--- src/rtl/bridge_scheduler.sv ---
`default_nettype none
//==============================================================================
// Module   : bridge_scheduler
// Purpose  : Round-robin two-port scheduler for the SD/DRAM bridge; reassembles
//            the 8-byte output burst into a 64-bit result with watchdog abort.
// Revision : 1.0
//==============================================================================
module bridge_scheduler #(
  parameter logic [19:0] TIMEOUT = 20'd200000,
  parameter int          CNT_W   = 20
) (
  input  logic        clk,
  input  logic        rst,
  input  logic        req0_valid,
  input  logic        req1_valid,
  output logic        req0_ready,
  output logic        req1_ready,
  input  logic        req0_direction,
  input  logic        req1_direction,
  input  logic [12:0] req0_addr_dram,
  input  logic [12:0] req1_addr_dram,
  input  logic [15:0] req0_addr_sd,
  input  logic [15:0] req1_addr_sd,
  output logic        bridge_in_valid,
  output logic        bridge_direction,
  output logic [12:0] bridge_addr_dram,
  output logic [15:0] bridge_addr_sd,
  input  logic        bridge_out_valid,
  input  logic [7:0]  bridge_out_data,
  output logic        done,
  output logic        done_id,
  output logic [63:0] done_data,
  output logic        done_err,
  output logic        busy
);

  localparam logic [2:0] c_IDLE    = 3'd0;
  localparam logic [2:0] c_ISSUE   = 3'd1;
  localparam logic [2:0] c_WAIT    = 3'd2;
  localparam logic [2:0] c_COLLECT = 3'd3;
  localparam logic [2:0] c_DONE    = 3'd4;

  localparam logic [CNT_W-1:0] c_WD_LAST = CNT_W'(TIMEOUT - 20'd1);

  logic [2:0]       r_state;
  logic             r_last_id;
  logic             r_id;
  logic [CNT_W-1:0] r_wd;
  logic [3:0]       r_cnt;
  logic [55:0]      r_shreg;
  logic             r_in_valid;
  logic             r_dir;
  logic [12:0]      r_addr_dram;
  logic [15:0]      r_addr_sd;
  logic             r_done;
  logic             r_done_id;
  logic [63:0]      r_done_data;
  logic             r_done_err;
  logic             r_busy;

  logic             w_idle;
  logic             w_grant0;
  logic             w_grant1;
  logic [63:0]      w_shreg_next;

  // On a tie the requester that was not served last wins.
  assign w_idle       = (r_state == c_IDLE);
  assign w_grant0     = w_idle & req0_valid & (~req1_valid | r_last_id);
  assign w_grant1     = w_idle & req1_valid & (~req0_valid | ~r_last_id);
  assign w_shreg_next = {r_shreg, bridge_out_data};

  assign req0_ready       = w_grant0;
  assign req1_ready       = w_grant1;
  assign bridge_in_valid  = r_in_valid;
  assign bridge_direction = r_dir;
  assign bridge_addr_dram = r_addr_dram;
  assign bridge_addr_sd   = r_addr_sd;
  assign done             = r_done;
  assign done_id          = r_done_id;
  assign done_data        = r_done_data;
  assign done_err         = r_done_err;
  assign busy             = r_busy;

  always_ff @(posedge clk) begin
    if (rst) begin
      r_state     <= c_IDLE;
      r_last_id   <= 1'b1;
      r_id        <= 1'b0;
      r_wd        <= '0;
      r_cnt       <= '0;
      r_shreg     <= '0;
      r_in_valid  <= 1'b0;
      r_dir       <= 1'b0;
      r_addr_dram <= '0;
      r_addr_sd   <= '0;
      r_done      <= 1'b0;
      r_done_id   <= 1'b0;
      r_done_data <= '0;
      r_done_err  <= 1'b0;
      r_busy      <= 1'b0;
    end else begin
      r_in_valid  <= 1'b0;
      r_done      <= 1'b0;
      r_done_id   <= 1'b0;
      r_done_data <= '0;
      r_done_err  <= 1'b0;
      case (r_state)
        c_IDLE: begin
          if (w_grant0 | w_grant1) begin
            r_id        <= w_grant1;
            r_dir       <= w_grant1 ? req1_direction : req0_direction;
            r_addr_dram <= w_grant1 ? req1_addr_dram : req0_addr_dram;
            r_addr_sd   <= w_grant1 ? req1_addr_sd : req0_addr_sd;
            r_in_valid  <= 1'b1;
            r_busy      <= 1'b1;
            r_state     <= c_ISSUE;
          end
        end
        c_ISSUE: begin
          r_wd    <= '0;
          r_state <= c_WAIT;
        end
        c_WAIT: begin
          if (bridge_out_valid) begin
            r_shreg <= w_shreg_next[55:0];
            r_cnt   <= 4'd1;
            r_state <= c_COLLECT;
          end else if (r_wd == c_WD_LAST) begin
            r_done     <= 1'b1;
            r_done_id  <= r_id;
            r_done_err <= 1'b1;
            r_state    <= c_DONE;
          end else begin
            r_wd <= r_wd + CNT_W'(1);
          end
        end
        c_COLLECT: begin
          if (bridge_out_valid) begin
            r_shreg <= w_shreg_next[55:0];
            r_cnt   <= r_cnt + 4'd1;
            // The eighth byte completes the word straight from the shift path.
            if (r_cnt == 4'd7) begin
              r_done      <= 1'b1;
              r_done_id   <= r_id;
              r_done_data <= w_shreg_next;
              r_state     <= c_DONE;
            end
          end else begin
            r_done     <= 1'b1;
            r_done_id  <= r_id;
            r_done_err <= 1'b1;
            r_state    <= c_DONE;
          end
        end
        c_DONE: begin
          r_last_id   <= r_id;
          r_cnt       <= '0;
          r_dir       <= 1'b0;
          r_addr_dram <= '0;
          r_addr_sd   <= '0;
          r_busy      <= 1'b0;
          r_state     <= c_IDLE;
        end
        default: begin
          r_busy  <= 1'b0;
          r_state <= c_IDLE;
        end
      endcase
    end
  end

endmodule
`default_nettype wire

--- config.mk ---
export PLATFORM = sky130hd
export DESIGN_NAME = bridge_scheduler
export DESIGN_NICKNAME = d
export VERILOG_FILES = /design/src/rtl/bridge_scheduler.sv
export SDC_FILE = /design/constraint.sdc
export NUM_CORES = 1
export LEC_CHECK = 0
export ABC_AREA = 0
export CAP_MARGIN = 20
export CORE_UTILIZATION = 44
export DETAILED_ROUTE_END_ITERATION = 16
export PLACE_DENSITY_LB_ADDON = 0.05
export SETUP_SLACK_MARGIN = 0.5
export SLEW_MARGIN = 20
export SYNTH_ARGS = -nofsm -noshare
export SYNTH_HDL_FRONTEND = slang
export SYNTH_SLANG_ARGS = --single-unit
--- constraint.sdc ---
create_clock -name clk -period 1.9 [get_ports clk]
set_clock_uncertainty 0.1 [all_clocks]
set_input_delay 0.19 -clock clk [delete_from_list [all_inputs] [get_ports clk]]
set_output_delay 0.19 -clock clk [all_outputs]
set_load 0.05 [all_outputs]
# Word level (Yosys, flattened, before mapping)
# Cells that the tools add are included.
dict set report op_classes {
  addsub 2
  n_eq_ne 13
  muxes 36
  n_bitwise 15
  reduce_logical 15
}
# operator n
set ops {}
lappend ops {{20-bit two-way mux} 2}
lappend ops {{20-bit one-hot mux with 2 select lines} 1}
lappend ops {{16-bit two-way mux} 2}
lappend ops {{16-bit one-hot mux with 2 select lines} 1}
lappend ops {{13-bit two-way mux} 2}
lappend ops {{13-bit one-hot mux with 2 select lines} 1}
lappend ops {{20-bit by 1-bit adder with 20-bit output, second input constant} 1}
lappend ops {{20-bit by 18-bit equality test with 1-bit output, second input constant} 1}
lappend ops {{3-bit two-way mux} 5}
lappend ops {{1-bit two-way mux} 13}
lappend ops {{3-bit one-hot mux with 4 select lines} 1}
lappend ops {{4-bit one-hot mux with 3 select lines} 1}
lappend ops {{1-bit one-hot mux with 2 select lines} 5}
lappend ops {{3-bit AND reduction} 3}
lappend ops {{4-bit two-way mux} 2}
lappend ops {{2-bit inequality test, second input constant} 4}
lappend ops {{1-bit inverter} 8}
lappend ops {{2-bit AND reduction} 4}
lappend ops {{3-bit by 2-bit equality test with 1-bit output, second input constant} 2}
lappend ops {{3-bit inequality test, second input constant} 2}
lappend ops {{4-bit by 1-bit adder with 4-bit output, second input constant} 1}
lappend ops {{1-bit AND} 4}
lappend ops {{4-bit by 3-bit equality test with 1-bit output, second input constant} 1}
lappend ops {{2-bit nonzero test} 2}
lappend ops {{9 further kinds} 12}
dict set report totals {
  register_bits 184
  input_bits 73
  output_inout_bits 101
  word_cells 96
}

# Depth between registers and ports, before layout
dict set report depth {
  word_depth 6
  mapped_depth 9
  mapped_depth_nobuf 6
}

# Least setup slack after synthesis
# Ideal clock, no wire load.
dict set report synth_timing {
  kind {register to register}
  from {register r_state[1]}
  to {register r_addr_dram[10] (netlist: bridge_addr_dram[10])}
  setup_time_ns 0.074
  arrival_time_ns 1.923
  t_required_ns 1.726
  setup_slack_ns -0.197
  path_stages_with_launch 8
  path_buffers 2
  period_less_slack_ns 2.097
  cell_sequence {dfxtp_1 -> buf_4 -> nor3_1 -> nand3_1 -> inv_1 -> clkbuf_1 -> nand2_1 -> a31oi_1}
}
dict set report synth_between {
  elab_chain_cells 6
  elab_cells_between_ends 13
  classes_between {2 x eq/ne; 3 x mux; 5 x bitwise; 3 x reduce/logical}
}
# element line
set synth_rtl {}
lappend synth_rtl {{start: declaration} 45} ;# logic [2:0] r_state;
lappend synth_rtl {{start signal: assignment} 86} ;# r_state <= c_IDLE;
lappend synth_rtl {{start signal: assignment} 116} ;# r_state <= c_ISSUE;
lappend synth_rtl {{start signal: assignment} 121} ;# r_state <= c_WAIT;
lappend synth_rtl {{3-bit logical NOT *} 67} ;# assign w_idle = (r_state == c_IDLE);
lappend synth_rtl {{1-bit AND * (2 in a row)} 69} ;# assign w_grant1 = w_idle & req1_valid & (~req0_valid | ~r_last_id);
lappend synth_rtl {{via req1_ready} 17} ;# output logic req1_ready,
lappend synth_rtl {{13-bit two-way mux / 1-bit bitwise OR (equally long branches)} {112, 109}}
lappend synth_rtl {{13-bit two-way mux / 2-bit by 1-bit inequality test with 1-bit output (equally long branches)} -}
lappend synth_rtl {{13-bit one-hot mux with 2 select lines / 2-bit AND reduction (equally long branches)} -}
lappend synth_rtl {{end signal: assignment} 112} ;# r_addr_dram <= w_grant1 ? req1_addr_dram : req0_addr_dram;
lappend synth_rtl {{end: declaration} 53} ;# logic [12:0] r_addr_dram;
# The timed path passes the listed nets; every way through them passes the cells marked *. The select of a mux whose other input is x is not followed.
# A chain may end at the register's enable or synchronous reset.

# Worst setup path after layout
dict set report layout_timing {
  from {register r_state[2]}
  to {register r_wd[17]}
}
dict set report layout_between {
  elab_chain_cells 3
  elab_cells_between_ends 7
  classes_between {4 x eq/ne; 1 x mux; 2 x reduce/logical}
}
# element line
set layout_rtl {}
lappend layout_rtl {{3-bit by 2-bit equality test with 1-bit output / 3-bit by 1-bit equality test with 1-bit output (equally long branches)} 107} ;# case (r_state)
lappend layout_rtl {{2-bit inequality test (no line) / 2-bit nonzero test (equally long branches)} -}
lappend layout_rtl {{3-bit AND reduction (no line)} -}
lappend layout_rtl {{end signal: assignment} 134} ;# r_wd <= r_wd + CNT_W'(1);
lappend layout_rtl {{end: declaration} 48} ;# logic [CNT_W-1:0] r_wd;
# Several ways; a longest one is shown, not always the timed one.

==> flow_metrics.py <==
metrics = {
    "critical_path": {
        "cp_top_family": "simple AND/OR/NAND/NOR gates",
        "reg2regPathDepth": 7,
        "arrival_ps": 2230,
        "path_buf_inv": 2,
        "r2r_start": "r_state[2]",
        "crit_top_cell": "buf_6",
        "crit_chain": "or3b_4 > nor2_4 > o21ai_2 > buf_6 > buf_6 > or4_4 > a31oi_1",
        "path_depth": 7,
        "cp_max_fo": 4,
        "r2r_end": "r_wd[17]",
        "cp_slowest_cell": "or4_4",
        "critical_path_class": "register to register",
        "worstPathRequired_ps": 2150,
        "cp-end-kind": "register",
        "crit_end": "r_wd[17]",
        "crit_start": "r_state[2]",
        "max_stage_delay_ps": 460,
        "rrSetupSlack_ps": -80,
        "start_kind": "register",
    },
    "cells_and_area": {
        "drive_gt1_share_pct": 39.04,
        "layout.cells.most_common": "dfxtp_1",
        "n_antenna_cell": 0,
        "final_core_util_pct": 71.79,
        "syn_to_final_growth_pct": 58.06,
        "fill_cells": 1079,
        "layout_common_cells": "dfxtp_1 (175), nand2_1 (173), buf_2 (97)",
        "instances_no_fill": 1224,
        "nets": 1102,
    },
    "run_status": {
        "status": "complete, but fails checks",
        "violations": "setup timing",
    },
    "yosys": {
        "ys_ff_latch": 184,
        "synth.net_count": 839,
        "ys_warn_count": 0,
        "synthArstFlopShare_pct": 0,
        "synth_area_per_cell_um2": 8.673,
        "yosysTopAreaCell": "dfxtp_1",
        "synth-edff-count": 0,
        "synth_cell_types": 56,
        "synth_area_um2": 6626,
        "yosysSeqAreaShare_pct": 55.59,
        "synthTopCellsByArea": "dfxtp_1 (56%), nand2_1 (11%), and2_1 (6.1%)",
        "yosysTopAreaCellShare_pct": 55.59,
        "synthFlopType": "dfxtp_1",
        "syn_inst": 764,
    },
    "place": {
        "numPortBuffers": 173,
        "gp_congestion": 0.8138,
        "dp_hpwl_mm": 12.00,
        "dpl.cell_count": 1130,
    },
    "global_routing": {
        "grt_first_pass_wirelength_mm": 31.07,
        "grt_pass1_vias": 6237,
        "grt_max_degree": 65,
        "grtUsageTotal_pct": 24.69,
        "grt_antenna_before_repair": 0,
        "grt.overflow.total": 0,
    },
    "clock_network": {
        "cts_tree": "yes",
        "cts_buffers": 17,
        "clkTransAtPathRegs_ps": 70,
        "clockBufferDepth": 2,
        "cts_root_buf": "clkbuf_16",
        "cts_num_sinks": 184,
        "cts.htree.levels": 4,
        "clk_latency_ps": 440,
    },
    "route": {
        "dr.pass1.iters": 4,
        "final_antenna_net_count": 0,
        "wl_per_cell_um": 17.80,
        "vias_per_cell": 5.341,
        "drcViolationCount": 0,
        "drtIter0Drc": 437,
        "route.vias.total": 6537,
        "totalWireLength_mm": 21.79,
    },
    "timing": {
        "hold_violations": 0,
        "worst_pin_slew_ps": 612.8,
        "fin_ws_ps": -76.48,
        "rsz0062_at_grt": "yes",
        "fin_crit_sh_pct": 104.0,
        "max_freq_mhz": 506.0,
        "min_period_ps": 1976,
        "setup_viol": 19,
        "relSlewSlack_pct": 59.15,
        "slew_viol_final": 0,
    },
    "floorplan": {
        "die_y_um": 124.7,
        "ioPinCount": 174,
        "die_w_um": 124.7,
        "fp.coreArea_um2": 14590,
        "rows": 44,
        "initial_core_util_pct": 45.42,
        "die_area_um2": 15560,
    },
    "pwr": {
        "p_leak_nw": 4.402,
        "peakVddDrop_mv": 0.6755,
        "p_per_area_nw_per_um2": 892.7,
    },
    "job": {
        "maxCapViolations": 0,
    },
    "worst_hold_path": {
        "hp-class": "primary input to register",
    },
}
==> logic make-up after synthesis <==
group / after synthesis / synth area share, %
flops: 184 / 55.59
compound gates: 173 / 15.39
buf+inv: 56 / 3.531
mux: 1 / 0.1511
simple gates: 345 / 24.57
xor+xnor: 3 / 0.3966
fa+ha+maj: 2 / 0.3776
==> how the worst min path moves through the flow <==
stage                            start       endpoint  slack [ps]  cells after the start
floorplan           bridge_out_data[0]   done_data[0]         210                      1
global placement           r_shreg[53]    r_shreg[53]         340                      2
detailed placement         r_shreg[49]  done_data[57]         340                      1
CTS                                rst           done          60                      4
global route                       rst     r_state[2]          90                      4
finish                             rst     r_state[2]          90                      4
==> repair_timing <==
item,4_1_cts,5_1_grt
cloned,6,16
pin swaps,77,42
hold buffers,0,0
endpoints found under the setup margin,282,186
resized for setup,585,115
buffers inserted,19,21
==> layout make-up <==
cell class,instances,area [µm²],area share [%]
Timing Repair Buffer,291,2630,25.11
Tap cell,184,230.2,2.198
Inverter,5,21.27,0.2031
Clock inverter,13,113.9,1.087
Multi-Input combinational cell,528,3338,31.87
Sequential cell,184,3697,35.30
Clock buffer,19,442.9,4.229
==> routing by layer <==
| layer | global-route usage [%] | up-vias | wire (µm) |
|---|---|---|---|
| met5 | 0 | - | 0 |
| met4 | 8.292 | 0 | 586 |
| met3 | 6.959 | 46 | 1064 |
| met2 | 43.26 | 196 | 11170 |
| met1 | 28.73 | 3168 | 8966 |
| li1 | - | 3127 | - |
==> metrics by stage <==
| stage | setup slack, ps | cell area, µm² | TNS [ps] | total power [mW] | hold WS, ps |
|---|---|---|---|---|---|
| floorplan | 108.6 | 6788 | 0 | 5.164 | 211.7 |
| global placement | -142.8 | 8974 | -2059 | 5.748 | 343.3 |
| detailed placement | -145.5 | 8974 | -4023 | 5.768 | 343.1 |
| CTS | -70.84 | 9647 | -245.3 | 9.186 | 63.82 |
| global route | -168.6 | 10470 | -2517 | 9.672 | 93.44 |
| finish | -76.48 | 10470 | -757.1 | 9.350 | 90.61 |
==> sequential cells by signal, summed over array words and instances (netlist names), 3 cells and up <==
register / count
r_shreg: 56
r_wd: 20
bridge_addr_dram: 13
bridge_addr_sd: 16
done_data: 64
r_cnt: 4
r_state: 3
==> worst min-delay path: cells and delay by family <==
kind,cells,cell delay [ps]
and+or+nand+nor,2,170
buffers and inverters,2,240
==> Yosys cell counts, types with 2 or more instances <==
cell and number:
a31oi_1 35, o31ai_1 2, nand4_1 7, and2_1 65
inv_1 4, buf_2 6, dfxtp_1 184, o22ai_1 5
a32o_1 2, buf_1 3, nor2_1 20, clkbuf_1 38
xor2_1 2, buf_4 2, or2_2 2, nand2_1 193
a21oi_1 67, nor4_1 4, nor2b_1 3, nor2_2 2
o21ai_0 40, nor3_1 10, nand3b_1 2, and3_1 4
or4_1 2, or3_1 3, nand3_1 14, a22o_1 6
nand2b_1 5, a311oi_1 5, ha_1 2
==> where the power goes <==
group	internal [mW]	switching [mW]	leakage [nW]	total, mW
registers	4.00	0.0758	1.50	4.08
clock network	1.75	1.63	0.275	3.38
logic	0.736	1.16	2.63	1.90
total	6.49	2.86	4.40	9.35
No activity file was read; power rests on OpenSTA's default activity.
